File: config.mk
export PLATFORM = sky130hd
export DESIGN_NAME = meta_array_ctrl_flat
export DESIGN_NICKNAME = d
export VERILOG_FILES = /design/src/rtl/meta_ctrl_pkg.sv /design/src/rtl/meta_array_ctrl_if.sv /design/src/rtl/meta_wr_arb.sv /design/src/rtl/meta_array_ctrl.sv /design/src/flat_wrapper.sv
export SDC_FILE = /design/constraint.sdc
export NUM_CORES = 1
export LEC_CHECK = 0
export BUFFER_PORTS_ARGS = -buffer_cell sky130_fd_sc_hd__buf_2
export CAP_MARGIN = 20
export CORE_MARGIN = 5
export CORE_UTILIZATION = 45
export CTS_CLUSTER_SIZE = 8
export DETAILED_ROUTE_END_ITERATION = 16
export PLACE_DENSITY = 0.81
export SYNTH_ARGS = -nofsm -noshare
export SYNTH_HDL_FRONTEND = slang
export SYNTH_SLANG_ARGS = --single-unit
export TNS_END_PERCENT = 30
File: constraint.sdc
create_clock -name clk -period 2.85 [get_ports clk]
set_clock_uncertainty 0.2 [all_clocks]
set_input_delay 0.285 -clock clk [delete_from_list [all_inputs] [get_ports clk]]
set_output_delay 0.285 -clock clk [all_outputs]
set_load 0.01 [all_outputs]
File: src/rtl/meta_ctrl_pkg.sv
// Shared sizing, FSM state type and the way-mask expansion helper for the
// metadata array controller.
package meta_ctrl_pkg;
  localparam int SETS       = 512;
  localparam int WAYS       = 4;
  localparam int DATA_W     = 2;
  localparam int SET_W      = $clog2(SETS);
  localparam int STARVE_MAX = 4;
  localparam int ROW_W      = WAYS * DATA_W;

  typedef enum logic [1:0] {
    WAIT = 2'd0,
    INIT = 2'd1,
    RUN  = 2'd2
  } state_e;

  // Widen a per-way enable into a per-bit enable across the whole row.
  function automatic logic [ROW_W-1:0] way_bits(input logic [WAYS-1:0] mask);
    logic [ROW_W-1:0] r;
    r = '0;
    for (int i = 0; i < WAYS; i++) begin
      r[i*DATA_W +: DATA_W] = {DATA_W{mask[i]}};
    end
    return r;
  endfunction
endpackage

File: src/rtl/meta_array_ctrl_if.sv
// Request-side bus (read + two write ports) and the array-side port bundle.
interface meta_array_ctrl_if;
  import meta_ctrl_pkg::*;
  logic             rd_valid;
  logic             rd_ready;
  logic [SET_W-1:0] rd_set;
  logic             rd_resp_valid;
  logic [ROW_W-1:0] rd_resp_data;
  logic             w0_valid, w0_ready;
  logic [SET_W-1:0] w0_set;
  logic [WAYS-1:0]  w0_mask;
  logic [ROW_W-1:0] w0_data;
  logic             w1_valid, w1_ready;
  logic [SET_W-1:0] w1_set;
  logic [WAYS-1:0]  w1_mask;
  logic [ROW_W-1:0] w1_data;

  modport master (
    output rd_valid, rd_set, w0_valid, w0_set, w0_mask, w0_data,
           w1_valid, w1_set, w1_mask, w1_data,
    input  rd_ready, rd_resp_valid, rd_resp_data, w0_ready, w1_ready
  );
  modport slave (
    input  rd_valid, rd_set, w0_valid, w0_set, w0_mask, w0_data,
           w1_valid, w1_set, w1_mask, w1_data,
    output rd_ready, rd_resp_valid, rd_resp_data, w0_ready, w1_ready
  );
endinterface

interface meta_arr_if;
  import meta_ctrl_pkg::*;
  logic [SET_W-1:0] r_addr;
  logic [ROW_W-1:0] r_data;
  logic             w_en;
  logic [SET_W-1:0] w_addr;
  logic [ROW_W-1:0] w_data;
  logic [WAYS-1:0]  w_mask;

  modport master (output r_addr, w_en, w_addr, w_data, w_mask, input r_data);
  modport slave  (input r_addr, w_en, w_addr, w_data, w_mask, output r_data);
endinterface

File: src/rtl/meta_wr_arb.sv
// Two-port write arbiter: w0 has priority, w1 wins once it has lost
// STARVE_MAX consecutive cycles while still requesting.
module meta_wr_arb #(
  parameter int STARVE_MAX = meta_ctrl_pkg::STARVE_MAX
) (
  input  logic clk,
  input  logic rst_n,
  input  logic en_i,
  input  logic w0_valid_i,
  input  logic w1_valid_i,
  output logic gnt0_o,
  output logic gnt1_o
);
  localparam int CNT_W = $clog2(STARVE_MAX + 1);

  logic [CNT_W-1:0] starve_q, starve_d;
  logic             starved;

  assign starved = (starve_q == CNT_W'(STARVE_MAX));
  assign gnt1_o  = en_i && w1_valid_i && (!w0_valid_i || starved);
  assign gnt0_o  = en_i && w0_valid_i && !gnt1_o;

  always_comb begin
    starve_d = starve_q;
    if (!w1_valid_i || gnt1_o) begin
      starve_d = '0;
    end else if (!starved) begin
      starve_d = starve_q + 1'b1;
    end
  end

  always_ff @(posedge clk or negedge rst_n) begin
    if (!rst_n) starve_q <= '0;
    else        starve_q <= starve_d;
  end
endmodule

File: src/rtl/meta_array_ctrl.sv
// Metadata array controller: clears the array after reset/flush, then serves
// one read and one arbitrated write per cycle with same-set write bypass.
//   state | meaning
//   WAIT  | post-reset idle cycle, everything quiet
//   INIT  | zero one set per cycle, init_cnt 0..SETS-1
//   RUN   | requests accepted, init_done high
module meta_array_ctrl
  import meta_ctrl_pkg::*;
#(
  parameter int SETS       = meta_ctrl_pkg::SETS,
  parameter int WAYS       = meta_ctrl_pkg::WAYS,
  parameter int DATA_W     = meta_ctrl_pkg::DATA_W,
  parameter int STARVE_MAX = meta_ctrl_pkg::STARVE_MAX
) (
  input  logic              clk,
  input  logic              rst_n,
  input  logic              flush_req_i,
  output logic              init_done_o,
  meta_array_ctrl_if.slave  req,
  meta_arr_if.master        arr
);
  localparam int CNT_W = $clog2(SETS);
  localparam int ROW_B = WAYS * DATA_W;

  state_e           state_q, state_d;
  logic [CNT_W-1:0] init_cnt_q, init_cnt_d;
  logic             rsp_vld_q;
  logic [WAYS-1:0]  byp_mask_q, byp_mask_d;
  logic [ROW_B-1:0] byp_data_q, byp_data_d;
  logic             run, rd_acc, gnt0, gnt1;
  logic [ROW_B-1:0] byp_bits;

  assign run         = (state_q == RUN);
  assign init_done_o = run;
  assign rd_acc      = req.rd_valid && run;
  assign req.rd_ready = run;
  assign req.w0_ready = gnt0;
  assign req.w1_ready = gnt1;
  assign arr.r_addr  = req.rd_set;

  meta_wr_arb #(.STARVE_MAX(STARVE_MAX)) u_arb (
    .clk        (clk),
    .rst_n      (rst_n),
    .en_i       (run),
    .w0_valid_i (req.w0_valid),
    .w1_valid_i (req.w1_valid),
    .gnt0_o     (gnt0),
    .gnt1_o     (gnt1)
  );

  always_comb begin
    state_d    = state_q;
    init_cnt_d = init_cnt_q;
    arr.w_en   = 1'b0;
    arr.w_addr = '0;
    arr.w_data = '0;
    arr.w_mask = '0;
    case (state_q)
      WAIT: state_d = INIT;
      INIT: begin
        arr.w_en   = 1'b1;
        arr.w_addr = init_cnt_q;
        arr.w_mask = '1;
        if (init_cnt_q == CNT_W'(SETS - 1)) begin
          state_d    = RUN;
          init_cnt_d = '0;
        end else begin
          init_cnt_d = init_cnt_q + 1'b1;
        end
      end
      RUN: begin
        if (gnt1) begin
          arr.w_en   = 1'b1;
          arr.w_addr = req.w1_set;
          arr.w_data = req.w1_data;
          arr.w_mask = req.w1_mask;
        end else if (gnt0) begin
          arr.w_en   = 1'b1;
          arr.w_addr = req.w0_set;
          arr.w_data = req.w0_data;
          arr.w_mask = req.w0_mask;
        end
        if (flush_req_i) begin
          state_d    = INIT;
          init_cnt_d = '0;
        end
      end
      default: state_d = WAIT;
    endcase
  end

  // The array still returns the pre-write row next cycle, so a same-set write
  // is captured here and merged over it when the response comes back.
  always_comb begin
    byp_mask_d = '0;
    byp_data_d = arr.w_data;
    if (rd_acc && (gnt0 || gnt1) && (arr.w_addr == req.rd_set)) begin
      byp_mask_d = arr.w_mask;
    end
  end

  assign byp_bits = way_bits(byp_mask_q);
  assign req.rd_resp_valid = rsp_vld_q;
  assign req.rd_resp_data  = rsp_vld_q ? ((arr.r_data & ~byp_bits) | (byp_data_q & byp_bits))
                                       : '0;

  always_ff @(posedge clk or negedge rst_n) begin
    if (!rst_n) begin
      state_q    <= WAIT;
      init_cnt_q <= '0;
      rsp_vld_q  <= 1'b0;
      byp_mask_q <= '0;
      byp_data_q <= '0;
    end else begin
      state_q    <= state_d;
      init_cnt_q <= init_cnt_d;
      rsp_vld_q  <= rd_acc;
      byp_mask_q <= byp_mask_d;
      byp_data_q <= byp_data_d;
    end
  end
endmodule

File: src/flat_wrapper.sv
// flat-port wrapper written by rule: the top's interface ports become plain ports
module meta_array_ctrl_flat import meta_ctrl_pkg::*;
#(
  parameter int SETS       = meta_ctrl_pkg::SETS,
  parameter int WAYS       = meta_ctrl_pkg::WAYS,
  parameter int DATA_W     = meta_ctrl_pkg::DATA_W,
  parameter int STARVE_MAX = meta_ctrl_pkg::STARVE_MAX
)
  (clk, rst_n, flush_req_i, init_done_o, req_rd_valid, req_rd_set, req_w0_valid, req_w0_set, req_w0_mask, req_w0_data, req_w1_valid, req_w1_set, req_w1_mask, req_w1_data, req_rd_ready, req_rd_resp_valid, req_rd_resp_data, req_w0_ready, req_w1_ready, arr_r_addr, arr_w_en, arr_w_addr, arr_w_data, arr_w_mask, arr_r_data);
  meta_array_ctrl_if req_i ();
  meta_arr_if arr_i ();
  input  logic clk;
  input  logic rst_n;
  input  logic flush_req_i;
  output logic init_done_o;
  input wire logic [$bits(req_i.rd_valid)-1:0] req_rd_valid;
  input wire logic [$bits(req_i.rd_set)-1:0] req_rd_set;
  input wire logic [$bits(req_i.w0_valid)-1:0] req_w0_valid;
  input wire logic [$bits(req_i.w0_set)-1:0] req_w0_set;
  input wire logic [$bits(req_i.w0_mask)-1:0] req_w0_mask;
  input wire logic [$bits(req_i.w0_data)-1:0] req_w0_data;
  input wire logic [$bits(req_i.w1_valid)-1:0] req_w1_valid;
  input wire logic [$bits(req_i.w1_set)-1:0] req_w1_set;
  input wire logic [$bits(req_i.w1_mask)-1:0] req_w1_mask;
  input wire logic [$bits(req_i.w1_data)-1:0] req_w1_data;
  output wire logic [$bits(req_i.rd_ready)-1:0] req_rd_ready;
  output wire logic [$bits(req_i.rd_resp_valid)-1:0] req_rd_resp_valid;
  output wire logic [$bits(req_i.rd_resp_data)-1:0] req_rd_resp_data;
  output wire logic [$bits(req_i.w0_ready)-1:0] req_w0_ready;
  output wire logic [$bits(req_i.w1_ready)-1:0] req_w1_ready;
  output wire logic [$bits(arr_i.r_addr)-1:0] arr_r_addr;
  output wire logic [$bits(arr_i.w_en)-1:0] arr_w_en;
  output wire logic [$bits(arr_i.w_addr)-1:0] arr_w_addr;
  output wire logic [$bits(arr_i.w_data)-1:0] arr_w_data;
  output wire logic [$bits(arr_i.w_mask)-1:0] arr_w_mask;
  input wire logic [$bits(arr_i.r_data)-1:0] arr_r_data;
  assign req_i.rd_valid = req_rd_valid;
  assign req_i.rd_set = req_rd_set;
  assign req_i.w0_valid = req_w0_valid;
  assign req_i.w0_set = req_w0_set;
  assign req_i.w0_mask = req_w0_mask;
  assign req_i.w0_data = req_w0_data;
  assign req_i.w1_valid = req_w1_valid;
  assign req_i.w1_set = req_w1_set;
  assign req_i.w1_mask = req_w1_mask;
  assign req_i.w1_data = req_w1_data;
  assign req_rd_ready = req_i.rd_ready;
  assign req_rd_resp_valid = req_i.rd_resp_valid;
  assign req_rd_resp_data = req_i.rd_resp_data;
  assign req_w0_ready = req_i.w0_ready;
  assign req_w1_ready = req_i.w1_ready;
  assign arr_r_addr = arr_i.r_addr;
  assign arr_w_en = arr_i.w_en;
  assign arr_w_addr = arr_i.w_addr;
  assign arr_w_data = arr_i.w_data;
  assign arr_w_mask = arr_i.w_mask;
  assign arr_i.r_data = arr_r_data;
  meta_array_ctrl #(.SETS(SETS), .WAYS(WAYS), .DATA_W(DATA_W), .STARVE_MAX(STARVE_MAX)) u_core (.clk(clk), .rst_n(rst_n), .flush_req_i(flush_req_i), .init_done_o(init_done_o), .req(req_i), .arr(arr_i));
endmodule
-- Word level (Yosys, flattened, before mapping)
Cells that the tools add are included.
- register bits: 27
- output and inout bits: 44
- add/subtract/negate cells: 2
- equal/unequal tests: 8
- mux-type cells: 22
- bitwise gates (word level): 4
- reduce and logical (&&, ||, !) cells: 17
- operators with widths (operator ; number):
    $mux W9 ; 4
    $pmux W9 S2 ; 2
    $mux W8 ; 4
    $and A8 B8 Y8 ; 2
    $mux W4 ; 3
    $add A9 B1 Y9 const B ; 1
    $eq A9 B9 Y1 ; 1
    $eq A9 B9 Y1 const B ; 1
    $not A8 Y8 ; 1
    $or A8 B8 Y8 ; 1
    $pmux W4 S2 ; 1
    $logic_and A1 B1 Y1 ; 7
    $mux W3 ; 2
    $pmux W2 S3 ; 1
    $mux W2 ; 2
    $ne A2 B1 Y1 const B ; 2
    $reduce_and A2 Y1 ; 2
    $add A3 B1 Y3 const B ; 1
    $eq A3 B3 Y1 const B ; 1
    $logic_not A1 Y1 ; 3
    $logic_or A1 B1 Y1 ; 3
    $eq A2 B1 Y1 const B ; 1
    $eq A2 B2 Y1 const B ; 1
    $logic_not A2 Y1 ; 1
    other kinds (4) ; 5

-- Depth between registers and ports, before layout
Gate-level depths: netlist of run 1.
- word-level depth: 11
- mapped depth: 11
- mapped depth without buffers: 10

-- By module
Synthesis of run 1 repeated with hierarchy kept, for this count alone.
- cells, all modules: 242
- area, all modules: 2158.3 um2
- modules (own cells, without submodules) (module ; times used ; cells each ; area an instance (um2)):
    meta_array_ctrl ; 1 ; 218 ; 1958.1
    meta_wr_arb ; 1 ; 24 ; 200.2

-- Least setup slack after synthesis of run 1
No wires, ideal clock.
- path type: register to register
- start: register u_core.state_q[0]
- end: register u_core.byp_mask_q[0]
- setup time: 105 ps
- data arrival time: 2255 ps
- data required time: 2545 ps
- slack: 289 ps
- stages on the path, launching flop included: 10
- buffers on the path: 1
- period minus slack after synthesis: 2561 ps
- cells stage by stage: dfrtp_1 -> inv_1 -> ha_1 -> and2_1 -> and3_1 -> buf_6 -> a222oi_1 -> xor2_1 -> nand4_1 -> nor4b_1
- longest elaborated chain between the ends: 11
- elaborated cells on any way between the ends: 19
- classes of those cells: 3 x eq/ne; 7 x mux; 9 x reduce/logical
- RTL lines (element ; line ; source):
    start: declaration ; meta_array_ctrl.sv:25 ; state_e state_q, state_d;
    start signal: assignment ; meta_array_ctrl.sv:115 ; state_q <= state_d;
    $eq A2 B2 Y1 * ; meta_array_ctrl.sv:33 ; assign run = (state_q == RUN);
    via init_done_o ; flat_wrapper.sv:15 ; output logic init_done_o;
    $logic_and A1 B1 Y1 (2 in series) ; meta_wr_arb.sv:20 ; assign gnt1_o = en_i && w1_valid_i && (!w0_valid_i || starved);
    $logic_not A1 Y1 ; meta_wr_arb.sv:21 ; assign gnt0_o = en_i && w0_valid_i && !gnt1_o;
    $logic_and A1 B1 Y1 ; meta_wr_arb.sv:21 ;
    $mux W9 ; meta_array_ctrl.sv:77 ; end else if (gnt0) begin
    $mux W9 ; meta_array_ctrl.sv:72 ; if (gnt1) begin
    $pmux W9 S2 ; meta_array_ctrl.sv:58 ; case (state_q)
    $eq A9 B9 Y1 ; meta_array_ctrl.sv:97 ; if (rd_acc && (gnt0 || gnt1) && (arr.w_addr == req.rd_set)) begin
    $logic_and A1 B1 Y1 ; meta_array_ctrl.sv:97 ;
    $mux W4 * ; meta_array_ctrl.sv:97 ;
    via u_core.byp_mask_d[0] ; meta_array_ctrl.sv:28 ; logic [WAYS-1:0] byp_mask_q, byp_mask_d;
    end signal: assignment ; meta_array_ctrl.sv:118 ; byp_mask_q <= byp_mask_d;
    end: declaration ; meta_array_ctrl.sv:28 ;
The timed path passes the listed nets; every way through them passes the cells marked *.
A chain may end at the register's enable or synchronous reset.

-- Final worst setup path of run 1
- start: register u_core.u_arb.starve_q[0]
- end: output arr_w_mask[1]
- longest elaborated chain between the ends: 8
- RTL lines (element ; line ; source):
    start: declaration ; meta_wr_arb.sv:16 ; logic [CNT_W-1:0] starve_q, starve_d;
    start signal: assignment ; meta_wr_arb.sv:34 ; else starve_q <= starve_d;
    $eq A3 B3 Y1 * ; meta_wr_arb.sv:19 ; assign starved = (starve_q == CNT_W'(STARVE_MAX));
    $logic_or A1 B1 Y1 * ; meta_wr_arb.sv:20 ;
    $logic_and A1 B1 Y1 * ; meta_wr_arb.sv:20 ;
    $logic_not A1 Y1 ; meta_wr_arb.sv:21 ;
    $logic_and A1 B1 Y1 ; meta_wr_arb.sv:21 ;
    $mux W4 ; meta_array_ctrl.sv:77 ;
    $mux W4 * ; meta_array_ctrl.sv:72 ;
    $pmux W4 S2 * ; meta_array_ctrl.sv:58 ;
    end: declaration ; flat_wrapper.sv:35 ; output wire logic [$bits(arr_i.w_mask)-1:0] arr_w_mask;
Every way passes the cells marked *; elsewhere a longest branch is shown, timed or not.

==> flow_metrics.py, run 1 <==
metrics = {
    "status": {
        "outcome": "complete, no violations",
    },
    "worst_setup_path": {
        "start_kind": "flip-flop",
        "r2r_end": "u_core.byp_mask_q[3]$_DFF_PN0_",
        "critPathMaxFanout": 12,
        "crit_arrival_ps": 2250,
        "required_ps": 2370,
        "end_kind": "primary output",
        "r2r-start": "u_core.state_q[0]$_DFFE_PN0P_",
        "rrSetupSlack_ps": 160,
        "r2r_cells": 8,
        "crit_type": "flip-flop to primary output",
    },
    "pwr": {
        "switching_power_uw": 533,
        "power_frac_clock_pct": 17.1,
        "p_leak_uw": 0.00138,
        "sequentialPowerShare_pct": 38.2,
        "combPwrFrac_pct": 44.7,
        "p_sw_share_pct": 40.2,
        "p_int_uw": 793,
        "ir_drop_uv": 461,
        "pwr_density_cell_nw_per_um2": 509,
    },
    "worst_hold_path": {
        "worstHoldPathCells": 2,
        "hold_start": "req_w0_data[1]",
        "holdPathEnd": "u_core.byp_data_q[1]$_DFF_PN0_",
        "hold_path.class": "input port to flip-flop",
    },
    "logic_synthesis": {
        "synth_seq_cells": 27,
        "syn-num-nets": 296,
        "async_reset_ff_share_pct": 100,
        "avgSynthCellArea_um2": 8.70,
        "ys_seq_area_share_pct": 34.8,
        "yosys_warnings": 0,
        "yosys.cell_types.count": 37,
        "synth_area_um2": 1940,
        "ys.flop_type": "dfrtp_1",
        "synth_edf_count": 0,
        "syn_inst": 223,
    },
    "sta": {
        "max_freq_ghz": 0.366,
        "whs_ps": 43.8,
        "final_max_slew_viol_count": 0,
        "period_needed_ps": 2730,
        "slew_headroom_pct": 60.4,
        "worstMarginPinSlew_ps": 594,
        "setup_tns_ps": 0,
        "hold_viol": 0,
        "finalSetupViolCount": 0,
        "fin_crit_sh_pct": 95.8,
        "rsz0062_at_grt": "false",
    },
    "run": {
        "drv_cap": 0,
    },
    "route": {
        "num_vias": 2104,
        "vias_per_cell": 5.61,
        "dr.pass1.iters": 5,
        "drt_drc_violations_left": 0,
        "wl_per_cell_um": 16.5,
        "drtAntennaViolNets": 0,
        "drt_iter0_drc": 112,
        "wl_um": 6180,
    },
    "floorplan": {
        "chipHeight_um": 75.7,
        "initial_utilization_pct": 47.5,
        "core_um2": 4090,
        "rows": 23,
        "dieArea_um2": 5730,
        "die_w_um": 75.7,
        "ios": 109,
    },
    "placed_design": {
        "numPortBuffers": 108,
        "place_congestion": 0.933,
        "place_hpwl_um": 4920,
    },
    "cts": {
        "cts_sinks": 27,
        "h-tree-depth": 1,
        "cts-buffers-inserted": 3,
        "clk_latency_ps": 280,
        "cts_tree": "built",
        "clock_path_buffers": 2,
        "clk_pin_slew_ps": 90,
        "clockRootBuffer": "clkbuf_8",
    },
    "layout": {
        "mostFrequentLayoutCell": "buf_2",
        "diodes": 0,
        "drive_gt1_share_pct": 41.2,
        "seq_area_um2": 676,
        "syn_to_final_growth_pct": 34.3,
        "multi_input_area_um2": 1150,
        "fin_nets": 399,
        "mostFrequentLayoutCells": "buf_2, dfrtp_1, nand2_1",
        "num-fill-cells": 350,
    },
    "global_routing": {
        "grt_pass1_vias": 1972,
        "track_usage_pct": 20.8,
        "grt_pass1_wl_um": 9190,
        "antenna_found_initial": 0,
        "grt_max_degree": 28,
        "grt_overflow_total": 0,
    },
}
-- critical path, stage by stage (launching register included) --
cell	delay, ps
dfrtp_1	390
inv_1	60
ha_1	260
a21bo_2	270
and3_1	220
buf_4	190
a221oi_1	300
nor2_1	110
buf_2	180
-- power groups by stage --
stage | clock, uW | sequential (uW) | combinational [uW]
2_1_floorplan | 0 | 490 | 364
3_3_place_gp | 0 | 511 | 534
3_5_place_dp | 0 | 513 | 547
4_1_cts | 230 | 507 | 549
5_1_grt | 248 | 516 | 658
6_report | 227 | 507 | 592
-- worst max-delay path by stage --
| stage | start | end |
|---|---|---|
| 2_1_floorplan | u_core.state_q[0]$_DFFE_PN0P_ | u_core.byp_mask_q[0]$_DFF_PN0_ |
| 3_3_place_gp | u_core.state_q[0]$_DFFE_PN0P_ | u_core.byp_mask_q[3]$_DFF_PN0_ |
| 3_5_place_dp | u_core.state_q[0]$_DFFE_PN0P_ | u_core.byp_mask_q[3]$_DFF_PN0_ |
| 4_1_cts | u_core.state_q[0]$_DFFE_PN0P_ | u_core.byp_mask_q[3]$_DFF_PN0_ |
| 5_1_grt | u_core.u_arb.starve_q[1]$_DFFE_PN0P_ | arr_w_mask[2] |
| 6_report | u_core.u_arb.starve_q[0]$_DFFE_PN0P_ | arr_w_mask[1] |
-- sequential cells by signal (all words and copies together), names as in the netlist --
signal and count:
u_core.u_arb.starve_q 3, u_core.req.rd_resp_valid 1, u_core.byp_data_q 8, u_core.state_q 2, u_core.init_cnt_q 9, u_core.byp_mask_q 4
-- stage by stage --
step           power [uW]  setup WS (ps)  instance area, um^2  util, %  instances
2_1_floorplan         853            289                 1940        -        223
5_1_grt              1420           7.03                 2610     63.8        375
3_3_place_gp         1040            168                 2460     60.2        365
4_1_cts              1290           56.5                 2520     61.7        370
3_5_place_dp         1060           84.5                 2460     60.2        365
6_report             1330            119                 2610     63.8        375
-- layer usage --
metal / part of all wire, % / GRT usage [%] / vias to the layer above
met4: 0.45 / 2.33 / 0
met5: 0 / 0 / -
li1: - / - / 1013
met2: 51 / 38.6 / 98
met1: 40 / 25.7 / 989
met3: 9.3 / 3.83 / 4
-- cell usage after synthesis, types with 5 or more instances --
library cell,count,area (um^2)
and2_1,5,31.3
a22oi_1,5,37.5
o21ai_0,10,50.1
ha_1,8,100
nor2_1,15,56.3
nor2b_1,9,56.3
dfrtp_1,27,676
a21oi_1,10,50.1
o22ai_1,8,50.1
mux2i_1,10,100
nand3_1,6,30.0
buf_4,10,75.1
inv_1,10,37.5
nor4b_1,5,43.8
and3_1,13,81.3
clkbuf_1,10,37.5
a221oi_1,5,43.8
nand2_1,19,71.3
a22o_1,8,70.1
-- cells by family (layout without fill, tap and decap cells) --
| kind of cell | count (synthesis) | after routing | synth area share (%) |
|---|---|---|---|
| AOI/OAI and AO/OA | 58 | 58 | 21.3 |
| xor gates and xnor gates | 6 | 6 | 2.71 |
| adders and majority gates | 8 | 8 | 5.16 |
| buffers and inverters | 32 | 134 | 8.51 |
| DFF | 27 | 27 | 34.8 |
| muxes | 10 | 10 | 5.16 |
| and+or+nand+nor | 82 | 82 | 22.4 |
-- layout make-up --
class                      instances  area share [%]
clock buffer                       3            1.58
inverter                          10            1.44
timing repair buffer             120            24.3
sequential                        27            25.9
clock inverter                     1           0.288
multi-input combinational        164            44.1
tap                               50            2.40
-- repair_timing --
item | CTS | global route
hold buffers | 1 | 0
setup endpoints to repair | 0 | 8
hold endpoints to repair | 27 | 0
resized for setup | 0 | 11
buffers inserted | 0 | 5
(Power assumes the default switching activity.)
==> run 2: changes to the inputs <==
CORE_UTILIZATION = 40   (was 45)
PLACE_DENSITY = 0.76   (was 0.81)
clock period = 2.3 ns   (was 2.85 ns; I/O delays follow)
==> flow_metrics.py, run 2 (synthesis results as in run 1) <==
metrics = {
    "sta": {
        "hold_viol": 0,
        "setup_ws_ps": -349,
        "finalSetupViolCount": 22,
        "period_needed_ps": 2650,
        "whs_ps": 11.5,
        "slew_headroom_pct": 44.4,
        "rsz0062_at_grt": "true",
        "worstMarginPinSlew_ps": 832,
        "fin_crit_sh_pct": 115,
        "setup_tns_ps": -3250,
        "final_max_slew_viol_count": 0,
        "max_freq_ghz": 0.377,
    },
    "global_routing": {
        "grt_overflow_total": 0,
        "grt_pass1_wl_um": 10300,
        "gr-usage-met3_pct": 4.29,
        "antenna_found_initial": 0,
        "grt_pass1_vias": 2177,
        "grtUsageMet1_pct": 23.3,
        "grt_util_met2_pct": 38.9,
        "grt_max_degree": 28,
        "top_usage_layer": "met2",
        "track_usage_pct": 20.6,
    },
    "route": {
        "dr.pass1.iters": 7,
        "wl_um": 7360,
        "drt_drc_violations_left": 0,
        "drtAntennaViolNets": 0,
        "vias_per_cell": 5.43,
        "num_vias": 2286,
        "drt_iter0_drc": 101,
        "wl_per_cell_um": 17.5,
    },
    "floorplan": {
        "chipHeight_um": 79.7,
        "rows": 25,
        "initial_utilization_pct": 41.1,
        "dieArea_um2": 6340,
        "die_w_um": 79.7,
        "core_um2": 4720,
        "ios": 109,
    },
    "cts": {
        "cts_tree": "built",
        "clockRootBuffer": "clkbuf_8",
        "cts-buffers-inserted": 3,
        "clock_path_buffers": 2,
        "clk_latency_ps": 270,
        "h-tree-depth": 1,
        "clk_pin_slew_ps": 100,
        "cts_sinks": 27,
    },
    "worst_setup_path": {
        "required_ps": 2280,
        "r2r-start": "u_core.state_q[1]$_DFFE_PN0P_",
        "setup.worst_path.start": "u_core.state_q[1]$_DFFE_PN0P_",
        "crit_type": "flip-flop to flip-flop",
        "crit_arrival_ps": 2630,
        "start_kind": "flip-flop",
        "end_kind": "flip-flop",
        "critPathMaxFanout": 7,
    },
    "placed_design": {
        "dp_cells": 402,
        "place_hpwl_um": 5440,
        "place_congestion": 0.883,
        "numPortBuffers": 108,
        "dpl_cell_area_um2": 2670,
    },
    "layout": {
        "top_register": "u_core.init_cnt_q",
        "syn_to_final_growth_pct": 58.2,
        "final_area_um2": 3070,
        "mostFrequentLayoutCells": "buf_2, buf_4, dfrtp_1",
        "drive_gt1_share_pct": 53.7,
        "mostFrequentLayoutCell": "buf_2",
        "largest_register_ff_count": 9,
        "reg.largest.list": "u_core.init_cnt_q: 9 flops, u_core.byp_data_q: 8 flops, u_core.byp_mask_q: 4 flops",
        "diodes": 0,
        "instances_no_fill": 421,
        "fin_nets": 428,
    },
    "worst_hold_path": {
        "hold_path.class": "input port to flip-flop",
        "hold_start": "req_w1_data[4]",
    },
    "status": {
        "violations": "setup timing",
        "outcome": "complete, but fails checks",
    },
    "pwr": {
        "p_leak_uw": 0.00160,
        "p_sw_share_pct": 39.8,
        "combPwrFrac_pct": 55.0,
        "ir_drop_uv": 658,
        "pwr_density_cell_nw_per_um2": 627,
        "power_frac_clock_pct": 14.3,
        "p_int_uw": 1160,
        "sequentialPowerShare_pct": 30.7,
        "switching_power_uw": 766,
        "finalPower_uw": 1920,
    },
    "run": {
        "drv_cap": 0,
    },
}
[run 2: changes by cell type in the layout (fill, tap and decap cells not counted), sizes merged]
cell         delta
buf            +28
clkinvlp        -1
clkinv          +1
dlygate4sd3     +1
[run 2: final cells by class]
cell class                 instances  area [um^2]
fill                             383         1650
multi-input combinational        164         1330
timing repair buffer             149          895
sequential                        27          676
tap                               67         83.8
clock buffer                       3         41.3
inverter                          10         37.5
clock inverter                     1         5.00
[run 2: power groups by stage]
stage,sequential (uW),combinational [uW],clock [uW]
4_1_cts,589,938,281
2_1_floorplan,608,509,0
3_5_place_dp,598,862,0
5_1_grt,601,1150,302
6_report,590,1060,275
3_3_place_gp,597,848,0
[run 2: layer usage]
layer  vias up  routed length, um
met4         0                261
met5         -                  0
met3        26                591
met1      1064               2700
met2       123               3800
li1       1073                  -
[run 2: worst paths after layout]
kind,endpoint,slack (ps),cells past startpoint
min reg2reg,u_core.init_cnt_q[8]$_DFFE_PN0P_,420,2
max,u_core.byp_mask_q[1]$_DFF_PN0_,-350,10
max reg2reg,u_core.byp_mask_q[1]$_DFF_PN0_,-350,10
min,u_core.byp_data_q[4]$_DFF_PN0_,10,2
min in group asynchronous,u_core.init_cnt_q[2]$_DFFE_PN0P_,290,2
max in group asynchronous,u_core.byp_mask_q[3]$_DFF_PN0_,1190,2
[run 2: worst max-delay path: stages, from the launching register on]
cell and delay, ps:
dfrtp_1 450, inv_2 110, ha_4 220, and3_4 170
and2_4 170, a222oi_1 350, buf_4 190, xor2_1 140
nand4_1 120, buf_6 170, nor4b_4 260
[run 2: metrics by stage]
stage / setup WS, ps / util (%)
6_report: -349 / 65.0
5_1_grt: -449 / 65.0
4_1_cts: -236 / 61.6
3_5_place_dp: -333 / 56.6
3_3_place_gp: -122 / 56.6
2_1_floorplan: -99.0 / -
[run 2: what timing repair did]
action                     4_1_cts  5_1_grt
gates cloned                     0        0
hold endpoints to repair        28        0
hold buffers                     2        0
setup endpoints to repair       25       33
buffers inserted                 8        5
gates resized for setup         26       27
pin swaps                       17       11
==> run 3: changes to the inputs <==
CELL_PAD_IN_SITES_DETAIL_PLACEMENT = 1   (was unset)
CELL_PAD_IN_SITES_GLOBAL_PLACEMENT = 2   (was unset)
CORE_UTILIZATION = 21   (was 40)
PLACE_DENSITY = unset   (was 0.76)
PLACE_DENSITY_LB_ADDON = 0.1   (was unset)
SKIP_CTS_REPAIR_TIMING = 1   (was unset)
==> flow_metrics.py, run 3 (synthesis results as in run 1) <==
metrics = {
    "global_routing": {
        "grtUsageMet1_pct": 16.8,
        "grt_pass1_wl_um": 12800,
        "grt_max_degree": 28,
        "grt_util_met2_pct": 26.7,
        "top_usage_layer": "met2",
        "grt_pass1_vias": 2307,
        "track_usage_pct": 14.4,
        "antenna_found_initial": 0,
        "gr-usage-met3_pct": 3.10,
        "grt_overflow_total": 0,
    },
    "layout": {
        "mostFrequentLayoutCell": "buf_2",
        "syn_to_final_growth_pct": 75.9,
        "top_register": "u_core.init_cnt_q",
        "instances_no_fill": 494,
        "largest_register_ff_count": 9,
        "fin_nets": 457,
        "fin_util_pct": 37.5,
        "final_area_um2": 3410,
        "drive_gt1_share_pct": 55.1,
        "reg.largest.list": "u_core.init_cnt_q: 9 flops, u_core.byp_data_q: 8 flops, u_core.byp_mask_q: 4 flops",
        "diodes": 0,
        "mostFrequentLayoutCells": "buf_2, buf_4, dfrtp_1",
    },
    "sta": {
        "period_needed_ps": 2590,
        "max_freq_ghz": 0.385,
        "finalSetupViolCount": 18,
        "fin_crit_sh_pct": 113,
        "worstMarginPinSlew_ps": 699,
        "rsz0062_at_grt": "true",
        "slew_headroom_pct": 53.4,
        "hold_viol": 0,
        "setup_ws_ps": -294,
        "final_max_slew_viol_count": 0,
        "whs_ps": 1.43,
    },
    "worst_setup_path": {
        "rrSetupSlack_ps": -290,
        "crit_arrival_ps": 2160,
        "cp_slowest_stage_delay_ps": 430,
        "required_ps": 1870,
        "critPathMaxFanout": 7,
        "r2r-start": "u_core.state_q[1]$_DFFE_PN0P_",
        "path_common_cell": "inv_2",
        "r2r_end": "u_core.byp_mask_q[0]$_DFF_PN0_",
        "start_kind": "flip-flop",
        "crit_chain": "inv_2, ha_4, and3_4, and2_4, a222oi_1, buf_4, inv_2, buf_6",
        "slowest_stage": "dfrtp_1",
        "end_kind": "primary output",
        "setup.worst_path.start": "u_core.state_q[1]$_DFFE_PN0P_",
        "r2r_cells": 10,
        "crit_type": "flip-flop to primary output",
    },
    "placed_design": {
        "dpl_cell_area_um2": 2850,
        "place_hpwl_um": 6730,
        "dp_cells": 462,
        "post-place-ws_ps": -364,
        "place_congestion": 0.744,
        "numPortBuffers": 108,
    },
    "route": {
        "drt_drc_violations_left": 0,
        "num_vias": 2330,
        "drtAntennaViolNets": 0,
        "vias_per_cell": 4.72,
        "drt_iter0_drc": 80,
        "wl_per_cell_um": 17.6,
        "dr.pass1.iters": 4,
        "wl_um": 8690,
    },
    "worst_hold_path": {
        "holdPathEnd": "u_core.req.rd_resp_valid$_DFF_PN0_",
        "hold_path.class": "input port to flip-flop",
        "hold_start": "req_rd_valid",
        "worstHoldPathCells": 2,
    },
    "floorplan": {
        "core_um2": 9110,
        "die_w_um": 106,
        "dieArea_um2": 11300,
        "chipHeight_um": 106,
        "initial_utilization_pct": 21.3,
        "rows": 35,
        "ios": 109,
    },
    "run": {
        "drv_cap": 0,
    },
    "cts": {
        "clk_latency_ps": 280,
        "cts_sinks": 27,
        "clock_path_buffers": 2,
        "cts-buffers-inserted": 3,
        "h-tree-depth": 1,
        "clk_pin_slew_ps": 110,
        "cts_tree": "built",
        "clockRootBuffer": "clkbuf_8",
    },
    "pwr": {
        "ir_drop_uv": 344,
        "pwr_density_cell_nw_per_um2": 604,
        "p_leak_uw": 0.00172,
    },
    "status": {
        "violations": "setup timing",
        "outcome": "complete, but fails checks",
    },
}
-- run 3: cell count changes in the layout (fill, tap and decap cells not counted), sizes merged --
cell,delta
buf,+19
dlygate4sd3,+8
clkbuf,+2
clkinv,-1
clkinvlp,+1
-- run 3: layout make-up --
cell class / instances / area (um^2)
fill: 1104 / 5700
inverter: 10 / 37.5
clock inverter: 1 / 7.51
clock buffer: 3 / 41.3
sequential: 27 / 676
timing repair buffer: 178 / 1190
tap: 111 / 139
multi-input combinational: 164 / 1330
-- run 3: critical path, delay by kind of cell (launching register included) --
kind	cells	cell delay, ps
buffers and inverters	4	420
AOI/OAI and AO/OA	1	390
adders and majority gates	1	270
DFF	1	430
and+or+nand+nor	2	370
-- run 3: worst max-delay path by stage --
| stage | end | slack, ps | cells after the start |
|---|---|---|---|
| 2_1_floorplan | u_core.byp_mask_q[1]$_DFF_PN0_ | -100 | 9 |
| 3_3_place_gp | u_core.byp_mask_q[0]$_DFF_PN0_ | -300 | 9 |
| 3_5_place_dp | u_core.byp_mask_q[3]$_DFF_PN0_ | -360 | 9 |
| 4_1_cts | u_core.byp_mask_q[3]$_DFF_PN0_ | -430 | 9 |
| 5_1_grt | u_core.byp_mask_q[0]$_DFF_PN0_ | -420 | 9 |
| 6_report | arr_w_addr[6] | -290 | 8 |
-- run 3: per-stage QoR --
step / setup TNS [ps] / total power, uW
CTS: -7280 / 1910
global placement: -1130 / 1590
detailed placement: -1330 / 1600
floorplan: -396 / 1120
finish: -2930 / 2060
global route: -5450 / 2220
-- run 3: where the power goes --
group	switching, uW	internal [uW]
clock network	176	124
registers	39.5	537
logic	599	587
-- run 3: routing by layer --
layer,share of wire [%],vias to the layer above
li1,-,1127
met1,41,1134
met5,0,-
met3,4.6,7
met2,54,62
met4,0.92,0
